### src/rtl/out_seq_cmd.sv
// Output-sequence command handler: buffers and validates a task's entry list, then
// streams one command word per entry and returns exactly one response per task.
module out_seq_cmd #(
  parameter int          NUM_CH          = 4,
  parameter int          MAX_ENTRIES     = 8,
  parameter int          STROBE_W        = 5,
  parameter int          TIMEOUT_CYCLES  = 1000,
  parameter int          HEADER_WORDS    = 2,
  parameter logic [31:0] RESP_TASK_VALID = 32'h0000_0001,
  parameter logic [31:0] RESP_HDR_INV    = 32'h0000_0002,
  parameter logic [31:0] RESP_PAY_INV    = 32'h0000_0003,
  parameter logic [31:0] RESP_EXE_ERR    = 32'h0000_0004
) (
  input  logic        clk,
  input  logic        rst_n,
  input  logic        task_valid,
  output logic        task_ready,
  input  logic [31:0] len_bytes,
  input  logic        asi_pay_valid,
  output logic        asi_pay_ready,
  input  logic [31:0] asi_pay_data,
  output logic        resp_valid,
  output logic [31:0] resp,
  input  logic        aso_cmd_ready,
  output logic        aso_cmd_valid,
  output logic [31:0] aso_cmd_data
);

  // state   | meaning
  // IDLE    | waiting for a task header
  // CHECK   | validating len_bytes
  // LOAD    | accepting n payload words into the buffer
  // SRC     | streaming command words to the sink
  localparam logic [1:0] S_IDLE  = 2'd0;
  localparam logic [1:0] S_CHECK = 2'd1;
  localparam logic [1:0] S_LOAD  = 2'd2;
  localparam logic [1:0] S_SRC   = 2'd3;

  localparam int PTR_W = $clog2(MAX_ENTRIES + 1);
  localparam int IDX_W = (MAX_ENTRIES > 1) ? $clog2(MAX_ENTRIES) : 1;
  localparam int DEPTH = 2 ** IDX_W;
  localparam int ENT_W = 4 + STROBE_W;
  localparam logic [31:0] FIELD_MASK = 32'h0F00_0000 | ((32'h1 << STROBE_W) - 32'h1);

  logic [1:0]       state_q, state_d;
  logic [31:0]      len_q, len_d;
  logic [PTR_W-1:0] n_q, n_d;
  logic [PTR_W-1:0] wr_ptr_q, wr_ptr_d;
  logic [PTR_W-1:0] rd_ptr_q, rd_ptr_d;
  logic             err_q, err_d;
  logic [31:0]      tmo_q, tmo_d;
  logic [31:0]      resp_q, resp_d;
  logic             resp_valid_q, resp_valid_d;

  logic [ENT_W-1:0] entry_q [DEPTH];
  logic             entry_we;
  logic [ENT_W-1:0] pay_entry;
  logic [ENT_W-1:0] rd_entry;

  logic [31:0] words;
  logic        hdr_ok;
  logic        word_err;
  logic        tmo_hit;
  logic [31:0] tmo_inc;
  logic        wr_last;
  logic        rd_last;

  always_comb begin
    words    = {2'b00, len_q[31:2]};
    hdr_ok   = (len_q[1:0] == 2'b00) &&
               (words >= 32'(HEADER_WORDS + 1)) &&
               (words <= 32'(HEADER_WORDS + MAX_ENTRIES));
    word_err = ({28'd0, asi_pay_data[27:24]} >= 32'(NUM_CH)) ||
               ((asi_pay_data & ~FIELD_MASK) != 32'd0);
    pay_entry = {asi_pay_data[27:24], asi_pay_data[STROBE_W-1:0]};
    rd_entry  = entry_q[rd_ptr_q[IDX_W-1:0]];
    tmo_hit   = (tmo_q == 32'(TIMEOUT_CYCLES));
    tmo_inc   = (tmo_q == 32'hFFFF_FFFF) ? tmo_q : tmo_q + 32'd1;
    wr_last   = ((wr_ptr_q + PTR_W'(1)) == n_q);
    rd_last   = ((rd_ptr_q + PTR_W'(1)) == n_q);
  end

  always_comb begin
    state_d      = state_q;
    len_d        = len_q;
    n_d          = n_q;
    wr_ptr_d     = wr_ptr_q;
    rd_ptr_d     = rd_ptr_q;
    err_d        = err_q;
    tmo_d        = tmo_q;
    resp_d       = resp_q;
    resp_valid_d = 1'b0;
    entry_we     = 1'b0;
    case (state_q)
      S_IDLE: begin
        if (task_valid) begin
          len_d   = len_bytes;
          state_d = S_CHECK;
        end
      end
      S_CHECK: begin
        if (hdr_ok) begin
          n_d      = PTR_W'(words - 32'(HEADER_WORDS));
          wr_ptr_d = '0;
          err_d    = 1'b0;
          tmo_d    = 32'd0;
          state_d  = S_LOAD;
        end else begin
          resp_d       = RESP_HDR_INV;
          resp_valid_d = 1'b1;
          state_d      = S_IDLE;
        end
      end
      S_LOAD: begin
        // a handshake in the timeout cycle still counts
        if (asi_pay_valid) begin
          entry_we = 1'b1;
          wr_ptr_d = wr_ptr_q + PTR_W'(1);
          tmo_d    = 32'd0;
          err_d    = err_q | word_err;
          if (wr_last) begin
            if (err_q | word_err) begin
              resp_d       = RESP_PAY_INV;
              resp_valid_d = 1'b1;
              state_d      = S_IDLE;
            end else begin
              rd_ptr_d = '0;
              state_d  = S_SRC;
            end
          end
        end else if (tmo_hit) begin
          resp_d       = RESP_EXE_ERR;
          resp_valid_d = 1'b1;
          state_d      = S_IDLE;
        end else begin
          tmo_d = tmo_inc;
        end
      end
      default: begin
        if (aso_cmd_ready) begin
          rd_ptr_d = rd_ptr_q + PTR_W'(1);
          tmo_d    = 32'd0;
          if (rd_last) begin
            resp_d       = RESP_TASK_VALID;
            resp_valid_d = 1'b1;
            state_d      = S_IDLE;
          end
        end else if (tmo_hit) begin
          resp_d       = RESP_EXE_ERR;
          resp_valid_d = 1'b1;
          state_d      = S_IDLE;
        end else begin
          tmo_d = tmo_inc;
        end
      end
    endcase
  end

  always_ff @(posedge clk or negedge rst_n) begin
    if (!rst_n) begin
      state_q      <= S_IDLE;
      len_q        <= 32'd0;
      n_q          <= '0;
      wr_ptr_q     <= '0;
      rd_ptr_q     <= '0;
      err_q        <= 1'b0;
      tmo_q        <= 32'd0;
      resp_q       <= 32'd0;
      resp_valid_q <= 1'b0;
    end else begin
      state_q      <= state_d;
      len_q        <= len_d;
      n_q          <= n_d;
      wr_ptr_q     <= wr_ptr_d;
      rd_ptr_q     <= rd_ptr_d;
      err_q        <= err_d;
      tmo_q        <= tmo_d;
      resp_q       <= resp_d;
      resp_valid_q <= resp_valid_d;
    end
  end

  // Buffer contents are don't-care after reset, so no reset term here.
  always_ff @(posedge clk) begin
    if (entry_we) begin
      entry_q[wr_ptr_q[IDX_W-1:0]] <= pay_entry;
    end
  end

  always_comb begin
    task_ready    = (state_q == S_IDLE);
    asi_pay_ready = (state_q == S_LOAD);
    aso_cmd_valid = (state_q == S_SRC);
    resp_valid    = resp_valid_q;
    resp          = resp_q;
    aso_cmd_data  = 32'd0;
    if (state_q == S_SRC) begin
      aso_cmd_data = 32'h1000_0000 | {4'd0, rd_entry[ENT_W-1 -: 4], 24'd0} |
                     32'(rd_entry[STROBE_W-1:0]);
    end
  end

endmodule

### config.mk
export PLATFORM = sky130hd
export DESIGN_NAME = out_seq_cmd
export DESIGN_NICKNAME = d
export VERILOG_FILES = /design/src/rtl/out_seq_cmd.sv
export SDC_FILE = /design/constraint.sdc
export NUM_CORES = 1
export LEC_CHECK = 0
export CORE_MARGIN = 5
export CORE_UTILIZATION = 56
export DETAILED_ROUTE_END_ITERATION = 16
export PLACE_DENSITY = 0.9
export SLEW_MARGIN = 0
export SYNTH_ARGS = -nofsm -noshare
export SYNTH_HDL_FRONTEND = slang
export SYNTH_SLANG_ARGS = --single-unit
export TNS_END_PERCENT = 1
### constraint.sdc
create_clock -name clk -period 3.54 [get_ports clk]
set_input_delay 0.885 -clock clk [delete_from_list [all_inputs] [get_ports clk]]
set_output_delay 0.885 -clock clk [all_outputs]
set_load 0.02 [all_outputs]
==> results of run 1 <==
## synthesized netlist by cell type, types with 5 or more instances
cell	instances	share of area [%]
clkbuf_1	16	0.71
xor2_1	15	1.5
xnor2_1	14	1.4
mux2_2	37	4.9
buf_4	23	2.0
and2_1	39	2.9
a22o_1	8	0.82
nor4_1	21	1.5
and4_1	5	0.51
nor2_1	42	1.9
nand2_1	23	1.0
nor2b_1	12	0.88
nand3_1	17	1.0
o31ai_1	9	0.79
a31oi_1	6	0.44
a21oi_1	10	0.59
ha_1	9	1.3
mux2i_1	14	1.6
dfrtp_1	112	33
edfxtp_1	72	25
mux4_2	18	4.8
inv_1	17	0.75
o21ai_0	14	0.82
nor3_1	8	0.47
and3_1	7	0.51
buf_2	7	0.41
nand4_1	17	1.2
## per-stage QoR
stage,hold slack (ns),instances,power [mW],util [%]
finish,0.491,979,6.31,69.5
global route,0.511,979,6.62,69.5
CTS,0.490,979,6.34,69.5
detailed placement,0.470,948,4.39,65.4
global placement,0.469,948,4.29,65.4
floorplan,0.480,676,3.93,-
## flip-flops by register name, indices dropped and copies added, names as in the netlist
register / flops
entry_q: 72
err_q: 1
len_q: 32
n_q: 4
rd_ptr_q: 4
resp: 32
resp_valid: 1
state_q: 2
tmo_q: 32
wr_ptr_q: 4
## final cells by class
| class | instances | area, sq um |
|---|---|---|
| clock inverters | 9 | 110 |
| multi-input cells | 423 | 3250 |
| clock buffers | 22 | 507 |
| repair buffers | 136 | 1320 |
| flip-flops and latches | 184 | 4960 |
| inverters | 17 | 63.8 |
| fillers | 969 | 4590 |
| well taps | 188 | 235 |
## cells by family (layout without fill, tap and decap cells)
logic type | count (synthesis) | after routing | synth area share, %
simple gates | 221 | 221 | 15.4
flops | 184 | 184 | 58.3
compound gates | 72 | 72 | 5.89
mux | 69 | 69 | 11.3
buf+inv | 69 | 184 | 4.42
xor+xnor | 30 | 30 | 3.25
fa+ha+maj | 9 | 9 | 1.32
other cells | 1 | 22 | 0.0440
## how the worst max path moves through the flow
stage	from	to	slack [ns]	depth (start not counted)
2_1_floorplan	asi_pay_valid	entry_q[0][0]	0.89	3
6_report	rd_ptr_q[0]	aso_cmd_data[24]	0.17	5
3_3_place_gp	asi_pay_data[26]	rd_ptr_q[0]	0.37	8
5_1_grt	rd_ptr_q[0]	aso_cmd_data[27]	0.03	5
4_1_cts	rd_ptr_q[0]	aso_cmd_data[27]	0.12	5
3_5_place_dp	asi_pay_data[27]	rd_ptr_q[0]	0.40	8
## worst register-to-register path, delay by kind of cell (launching register included)
| family | cells | cell delay [ns] |
|---|---|---|
| AO/OA/AOI/OAI | 2 | 0.46 |
| XOR/XNOR | 1 | 0.17 |
| adder cells (fa/ha/maj) | 1 | 0.34 |
| buffers and inverters | 2 | 0.61 |
| flip-flops | 1 | 0.32 |
| AND/OR/NAND/NOR | 3 | 0.83 |
## per-layer routing
metal	global-route usage, %	wire length, microns	vias to the layer above
li1	-	-	2616
met1	27.1	7410	2786
met2	37.3	9570	257
met3	6.04	1350	35
met4	7.14	340	0
met5	0	0	-
## power breakdown
part           leakage [nW]  internal, mW  switching [mW]
clock                 0.307          1.16           0.768
combinational          1.76         0.821           0.878
sequential             2.12          2.47           0.203
==> impl_metrics.yaml, run 1 <==
cells_and_area:
  drive_above_1_share_pct: 15.5
  design_area_sq_um: 10400
  diodes: 0
  area_growth_pct: 22.7
  final_cell_mix: "113 x clkdlybuf4s50_1, 112 x dfrtp_1, 72 x edfxtp_1"
  nNetsFinal: 857
  mostFrequentLayoutCell: "clkdlybuf4s50_1"
worst_setup_path:
  crit_family: "buffers and inverters"
  required_ns: 2.65
  critPathCaptureType: "output pin"
  cp.arrival_ns: 2.48
  r2r-start: "rd_ptr_q[0]"
  startpoint_type: "register"
  cp_max_fo: 22
  max_stage_delay_ns: 0.59
  r2r_cells: 9
  r2r_setup_slack_ns: 0.70
  crit_chain: "buf_4 -> mux4_2 -> mux2i_1 -> nor2b_1 -> clkdlybuf4s50_1"
  path_buf_inv: 2
  worst-setup-path-type: "reg2out"
  crit-reg2reg-capture: "resp[3]"
  cp_slowest_cell: "mux4_2"
sta:
  fin_tns_setup_ns: 0
  slew_viol_final: 0
  slew_headroom_pct: 51.4
  rsz0062_at_grt: "no"
  hold_violations: 0
  clock_skew_ns: 0.00924
  fin_crit_sh_pct: 95.1
  final.min_clock_period_ns: 3.37
  worstMarginPinSlew_ns: 0.729
  fmax_mhz: 297
  worst_slack_ns: 0.173
  finalSetupViolCount: 0
global_route:
  grtUsageTotal_pct: 21.8
  antenna_found_initial: 0
  grt_max_degree: 52
  grt_pass1_vias: 6147
  grt_pass1_wl_microns: 30800
  grt_overflow: 0
clocking:
  cts_inserted_buffers: 17
  worstSkewPairLatency_ns: 0.43
  clk_pin_slew_ns: 0.06
  post-cts-setup-buffers: 0
  clockBufferDepth: 2
  tritoncts: "built"
  ctsHoldBuffers: 0
  htree_levels: 4
  cts_sinks: 184
  root_buffer: "clkbuf_16"
  cts_resized: 0
floorplanning:
  ioPinCount: 137
  initial_core_util_pct: 56.6
  rows: 45
  die_w_microns: 133
  die_height_microns: 133
  core_sq_um: 15000
  dieArea_sq_um: 17800
logic_synthesis:
  synth_cell_types: 66
  syn-cell-area_sq_um: 8510
  synth_edf_count: 72
  synth_top_flop_cell: "dfrtp_1"
  synthArstFlopShare_pct: 60.9
  syn_avg_cell_area_sq_um: 13.0
  ys_seq_area_share_pct: 58.3
  synth_warnings: 0
  netlist_instances: 655
  ys_ff_latch: 184
status:
  status: "finished clean"
place:
  dp_slack_ns: 0.397
  gp_congestion: 0.923
  dpl.hpwl_microns: 13000
  port_buffers: 114
  dpl_cell_area_sq_um: 9830
power:
  p_leak_nw: 4.19
  power_per_cell_area_nw_per_um2: 604
  vdd_ir_drop_max_uv: 365
min_path:
  holdCritPathClass: "in2async"
route:
  routedWlPerCell_microns: 19.1
  drt_iter0_drc: 409
  drc: 0
  ant_nets: 0
  totalWireLength_microns: 18700
  vias: 5694
  viasPerCell: 5.82
  dr.pass1.iters: 5
run:
  cap_violations: 0
Power figures use the tool's default switching activity.
==> inputs of run 2 (changes only) <==
- CTS_BUF_LIST: default -> sky130_fd_sc_hd__clkbuf_4 sky130_fd_sc_hd__clkbuf_8
- SKIP_CTS_REPAIR_TIMING: default -> 1
- SKIP_LAST_GASP: default -> 1
==> impl_metrics.yaml, run 2 (same netlist as run 1, synthesis figures left out) <==
status:
  status: "finished clean"
clocking:
  root_buffer: "clkbuf_8"
  cts_inserted_buffers: 17
  clk_pin_slew_ns: 0.09
  cts_sinks: 184
  tritoncts: "built"
  clockBufferDepth: 2
  htree_levels: 4
  worstSkewPairLatency_ns: 0.47
worst_setup_path:
  startpoint_type: "register"
  cp_slowest_cell: "clkdlybuf4s50_1"
  cp.arrival_ns: 2.46
  critPathCaptureType: "output pin"
  worst-setup-path-type: "reg2out"
  cp_max_fo: 22
  max_stage_delay_ns: 0.55
  crit_chain: "buf_6 -> mux4_2 -> mux2i_1 -> nor2b_1 -> clkdlybuf4s50_1"
  required_ns: 2.65
cells_and_area:
  area_growth_pct: 20.7
  diodes: 0
  nNetsFinal: 857
  largest_register_ffs: 72
  post-route-util_pct: 68.3
  final_cell_mix: "113 x clkdlybuf4s50_1, 112 x dfrtp_1, 72 x edfxtp_1"
  drive_above_1_share_pct: 15.7
  design_area_sq_um: 10300
  mostFrequentLayoutCell: "clkdlybuf4s50_1"
floorplanning:
  die_height_microns: 133
  initial_core_util_pct: 56.6
  dieArea_sq_um: 17800
  core_sq_um: 15000
  die_w_microns: 133
  ioPinCount: 137
  rows: 45
power:
  power_per_cell_area_nw_per_um2: 574
  p_leak_nw: 4.11
  vdd_ir_drop_max_uv: 364
sta:
  hold_violations: 0
  slew_viol_final: 0
  fmax_mhz: 299
  finalSetupViolCount: 0
  fin_crit_sh_pct: 94.5
  fin_tns_setup_ns: 0
  worstMarginPinSlew_ns: 0.753
  rsz0062_at_grt: "no"
  worst_slack_ns: 0.196
  final.min_clock_period_ns: 3.34
  clock_skew_ns: 0.0117
  slew_headroom_pct: 49.8
  whs_ns: 0.456
place:
  port_buffers: 114
  dpl.hpwl_microns: 13000
  dpl_cell_area_sq_um: 9830
  dp_slack_ns: 0.397
  gp_congestion: 0.923
run:
  cap_violations: 0
route:
  ant_nets: 0
  dr.pass1.iters: 5
  routedWlPerCell_microns: 18.8
  vias: 5690
  drt_iter0_drc: 519
  totalWireLength_microns: 18400
  drc: 0
  viasPerCell: 5.81
global_route:
  grt_max_degree: 52
  grt_pass1_wl_microns: 30200
  antenna_found_initial: 0
  grt_pass1_vias: 6052
  grtUsageTotal_pct: 21.4
  grt_overflow: 0
min_path:
  holdCritPathClass: "in2async"
run 2: cell types whose count changed in the layout (fill, tap and decap cells not counted), sizes merged:
cell    before  now
bufinv       2    4
clkbuf      22   20
run 2: layer usage:
| layer | vias to the layer above | part of all wire [%] | global-route usage (%) |
|---|---|---|---|
| met5 | - | 0 | 0 |
| li1 | 2612 | - | - |
| met2 | 254 | 51 | 36.6 |
| met1 | 2792 | 40 | 26.3 |
| met3 | 32 | 7.7 | 6.57 |
| met4 | 0 | 1.7 | 6.23 |
run 2: report_power, final:
| part | switching (mW) | internal, mW |
|---|---|---|
| Sequential | 0.199 | 2.47 |
| Combinational | 0.871 | 0.825 |
| Clock | 0.719 | 0.815 |
run 2: area by class of cell:
class                   instances  area, sq um
clock buffers                  20          269
clock inverters                11          170
fillers                       980         4760
inverters                      17         63.8
multi-input cells             423         3250
flip-flops and latches        184         4960
well taps                     188          235
repair buffers                136         1320
run 2: critical path, delay by kind of cell (launching register included):
family	cells	cell delay, ns
flops	1	0.35
mux	2	0.74
buf+inv	2	0.83
simple gates	1	0.07
run 2: per-stage QoR:
| step | cells | power, mW |
|---|---|---|
| 2_1_floorplan | 676 | 3.93 |
| 3_3_place_gp | 948 | 4.29 |
| 3_5_place_dp | 948 | 4.39 |
| 4_1_cts | 979 | 5.92 |
| 5_1_grt | 979 | 6.20 |
| 6_report | 979 | 5.90 |
run 2: worst paths after layout:
path                                   from                to  slack [ns]  depth (start not counted)
worst max register to register  rd_ptr_q[2]           resp[7]        0.80                          7
worst min-delay path                  rst_n         tmo_q[21]        0.46                          1
max in group asynchronous             rst_n            n_q[3]        2.28                          2
worst min register to register     resp[23]          resp[23]        0.50                          1
min in group clk                   resp[23]          resp[23]        0.50                          1
worst max-delay path            rd_ptr_q[0]  aso_cmd_data[27]        0.20                          5
==> patch 1: new RTL, flow settings as in run 1 <==
Set the parameter `MAX_ENTRIES` to 16 (it was 8).
--- a/src/rtl/out_seq_cmd.sv
+++ b/src/rtl/out_seq_cmd.sv
@@ -4,3 +4,3 @@
   parameter int          NUM_CH          = 4,
-  parameter int          MAX_ENTRIES     = 8,
+  parameter int          MAX_ENTRIES     = 16,
   parameter int          STROBE_W        = 5,
Behaviour: not the same (Yosys sat finds a counterexample within 4 cycles, from zero or initial values and one cycle with rst_n low).
==> patch 1 against run 1 <==
  * Area after synthesis rose by 35%
  * Power rose by 42%
  * Design area rose by 33%
  * Combinational power rose by 42%
  * Setup slack got worse by 0.13 ns
  * Wire length rose by 66%
  * Largest cell class unchanged
  * Global-route usage rose by 4.2 points
  * Sequential cell count rose by 75
==> patch 1: results (changes against run 1) <==
Detailed routing
  • DR iter-0 viols: 1141 (was 409)
  • Metal1 wirelength: 10800 um (was 7410 um)
  • Routed WL: 31000 um (was 18700 um)
  • Vias: 8006 (was 5694)
  • Met2 routed WL: 15600 um (was 9570 um)

Synthesis
  • Commonest cells in the netlist: edfxtp_1, dfrtp_1, o21ai_0 (was dfrtp_1, edfxtp_1, nor2_1)
  • Largest area contributor in the netlist: edfxtp_1 (was dfrtp_1)
  • Async SR Flop Fraction: 0.444 (was 0.609)
  • Number of library cell types mapped by synthesis: 56 (was 66)
  • Avg Cell Area, Syn: 14.0 um^2 (was 13.0 um^2)
  • Register area share after synthesis: 0.624 (was 0.583)
  • Synth area leaders: edfxtp_1, dfrtp_1, mux4_2 (was dfrtp_1, edfxtp_1, mux2_2)
  • EDFF count, synth: 144 (was 72)

STA
  • Pin slew with the least headroom to its limit: 0.902 ns (was 0.729 ns)
  • Final clock skew: 0.0212 ns (was 0.00924 ns)

Clock network
  • CTS max path bufs: 3 (was 2)
  • H-tree level count: 1 (was 4)
  • CTS Buf Count: 26 (was 17)
  • Clk Latency, worst-skew pair: 0.54 ns (was 0.43 ns)

Placed design
  • Post-DP HPWL: 18500 um (was 13000 um)
  • Routability-driven placement congestion ratio: 0.894 (was 0.923)
  • Setup slack at placement: 0.257 ns (was 0.397 ns)

Pwr
  • Clk power: 0.00285 W (was 0.00193 W)
  • Leakage power: 5.20 nW (was 4.19 nW)
  • VDD IR-drop max: 0.430 mV (was 0.365 mV)

GRT
  • Grt met2 use: 0.450 (was 0.373)
  • Met3 Use GR: 0.0562 (was 0.0604)
  • First-pass GRT wire length: 48100 um (was 30800 um)
  • Vias in the first global route: 8276 (was 6147)
  • Pin count of the biggest net entering global routing: 75 (was 52)

Setup path
  • CP Data Arrival Time: 2.61 ns (was 2.48 ns)
  • CP top delay family: multiplexers (was buffers and inverters)
  • Critical Path Fanout Max: 10 (was 22)
  • Max incr delay on CP: 0.52 ns (was 0.59 ns)

Cells and area
  • Share of layout cells above drive strength 1: 0.189 (was 0.155)
  • Nets: 1039 (was 857)

Status
  • Status: complete, no violations (unchanged)
==> patch 1: worst paths after layout <==
kind,end,slack (ns)
max in group asynchronous,len_q[26],2.42
setup reg to reg,resp[12],0.30
min in group clk,resp[6],0.48
setup / recovery,aso_cmd_data[27],0.04
hold reg to reg,resp[6],0.48
hold / removal,tmo_q[18],0.34
==> patch 1: metrics by stage <==
step	TNS (ns)	util	cell area, um^2
2_1_floorplan	0	-	11600
3_3_place_gp	0	0.643	13000
3_5_place_dp	0	0.643	13000
4_1_cts	-0.0936	0.689	13900
5_1_grt	-0.0342	0.688	13900
6_report	0	0.688	13900
==> patch 1: layout make-up <==
| class | instances | area [um^2] |
|---|---|---|
| clock buffer | 32 | 726 |
| clock inverter | 15 | 156 |
| fill | 1218 | 6320 |
| inverter | 21 | 78.8 |
| multi-input combinational | 501 | 3970 |
| sequential | 259 | 7200 |
| tap | 270 | 338 |
| timing repair buffer | 149 | 1450 |
==> patch 1: what timing repair did <==
action | in CTS | in global routing
cloned | 2 | 0
setup endpoints to repair | 9 | 6
hold buffers | 0 | 0
gates resized for setup | 34 | 5
buffers inserted | 2 | 0
==> patch 1: worst reg2reg max path: cells and delay by family, from the launching register on <==
kind            cells  cell delay [ns]
simple gates        3             1.03
flops               1             0.46
compound gates      3             1.01
buf+inv             2             0.32
fa+ha+maj           1             0.30
==> patch 1: cell families (layout without fill, tap and decap cells) <==
group / after synthesis / in the layout / synth area share
DFF: 259 / 259 / 0.624
and+or+nand+nor: 233 / 233 / 0.113
AOI/OAI and AO/OA: 139 / 139 / 0.0774
buffers and inverters: 84 / 217 / 0.0387
muxes: 78 / 78 / 0.120
xor gates and xnor gates: 17 / 17 / 0.0129
adders and majority gates: 12 / 12 / 0.0130
other: 1 / 22 / 0.000325
==> patch 2: new RTL, flow settings as in run 1 <==
Made on the original files. Take the reset off `n_q` and load it in a clocked block of its own.
--- a/src/rtl/out_seq_cmd.sv
+++ b/src/rtl/out_seq_cmd.sv
@@ -162,3 +162,2 @@
       len_q        <= 32'd0;
-      n_q          <= '0;
       wr_ptr_q     <= '0;
@@ -172,3 +171,2 @@
       len_q        <= len_d;
-      n_q          <= n_d;
       wr_ptr_q     <= wr_ptr_d;
@@ -180,2 +178,6 @@
     end
+  end
+
+  always_ff @(posedge clk) begin
+    n_q <= n_d;
   end
Function: same outputs for any inputs over 4 cycles, from zero or initial values and one cycle with rst_n low; that may be too few to reach the edited logic, so the function may still have changed.
==> patch 2 against run 1 <==
  * Sequential cell count stayed put
  * Wire length down 3.0%
  * Global-route usage shrank 0.45 points
  * Maximum frequency about the same
  * Power decreased by 2.4%
  * Area after synthesis decreased by 1.4%
  * Design area is 1.8% lower
  * Setup slack got worse by 0.0014 ns
  * Cell count shrank 1.9%
  * Die area shrank 1.2%
==> patch 2: results (changes against run 1) <==
STA
  • Final hold slack: 0.483 ns (was 0.491 ns)
  • Pin slew with the least headroom to its limit: 0.784 ns (was 0.729 ns)
  • Fin crit period: 3.37 ns (about the same)

GRT
  • Grt met2 use: 0.366 (was 0.373)
  • First-pass GRT wire length: 30000 um (was 30800 um)
  • Met1 usage: 0.257 (was 0.271)
  • Global-route usage over all layers: 0.214 (was 0.218)
  • Pin count of the biggest net entering global routing: 65 (was 52)
  • Vias in the first global route: 5907 (was 6147)
  • Met3 Use GR: 0.0740 (was 0.0604)

Detailed routing
  • Via density: 5.81 (was 5.82)
  • Met2 routed WL: 9120 um (was 9570 um)
  • DR WL/cell: 18.9 um (was 19.1 um)
  • Metal1 wirelength: 7190 um (was 7410 um)
  • Vias: 5580 (was 5694)
  • Routed wl met3: 1550 um (was 1350 um)
  • DR iter-0 viols: 379 (was 409)

Synthesis
  • Synth area leaders: dfrtp_1, edfxtp_1, mux2_2 (unchanged)
  • Number of library cell types mapped by synthesis: 55 (was 66)
  • EDFF count, synth: 76 (was 72)
  • Async SR Flop Fraction: 0.587 (was 0.609)
  • Register area share after synthesis: 0.594 (was 0.583)
  • Post-Syn Instances: 640 (was 655)
  • Commonest cells in the netlist: dfrtp_1, edfxtp_1, mux2_2 (was dfrtp_1, edfxtp_1, nor2_1)
  • Compound-cell area share of the yosys netlist: 0.0489 (was 0.0589)
  • Post-Synth Adder-Cell Area: 0.0134 (was 0.0132)
  • Xor/xnor share of the synthesized area: 0.0329 (was 0.0325)

Pwr
  • Clock Power Share: 0.292 (was 0.306)
  • Pwr Total: 0.00615 W (was 0.00631 W)
  • Comb power frac: 0.268 (was 0.269)
  • Leakage power: 4.04 nW (was 4.19 nW)
  • VDD IR-drop max: 0.451 mV (was 0.365 mV)

Setup path
  • Slowest-stage cell, CP: clkdlybuf4s50_1 (was mux4_2)
  • FF-to-FF setup slack: 0.75 ns (was 0.70 ns)
  • Critical Path Fanout Max: 18 (was 22)
  • Max incr delay on CP: 0.54 ns (was 0.59 ns)

Placed design
  • Routability-driven placement congestion ratio: 0.892 (was 0.923)
  • Post-DP HPWL: 12700 um (was 13000 um)
  • Setup slack at placement: 0.280 ns (was 0.397 ns)
  • Placed Area: 0.00970 mm^2 (was 0.00983 mm^2)

Cells and area
  • Share of layout cells above drive strength 1: 0.152 (was 0.155)
  • Antenna diodes: 0 (unchanged)

Status
  • Status: complete, no violations (unchanged)
patch 2: worst paths after layout:
check / start / to / depth (start not counted)
max in group asynchronous: rst_n / tmo_q[20] / 2
setup / recovery: rd_ptr_q[0] / aso_cmd_data[4] / 5
hold / removal: len_q[2] / n_q[0] / 0
min in group asynchronous: rst_n / len_q[28] / 1
hold reg to reg: len_q[2] / n_q[0] / 0
setup reg to reg: wr_ptr_q[0] / resp[18] / 7
patch 2: cell type report:
class / instances / area, um^2
clock inverter: 12 / 125
inverter: 19 / 71.3
tap: 184 / 230
timing repair buffer: 132 / 1300
clock buffer: 20 / 437
sequential: 184 / 4980
multi-input combinational: 409 / 3110
fill: 980 / 4380
patch 2: kinds of logic after synthesis:
| group | count (synthesis) |
|---|---|
| buf+inv | 68 |
| mux | 68 |
| flops | 184 |
| xor+xnor | 30 |
| fa+ha+maj | 9 |
| other cells | 1 |
| simple gates | 225 |
| compound gates | 55 |
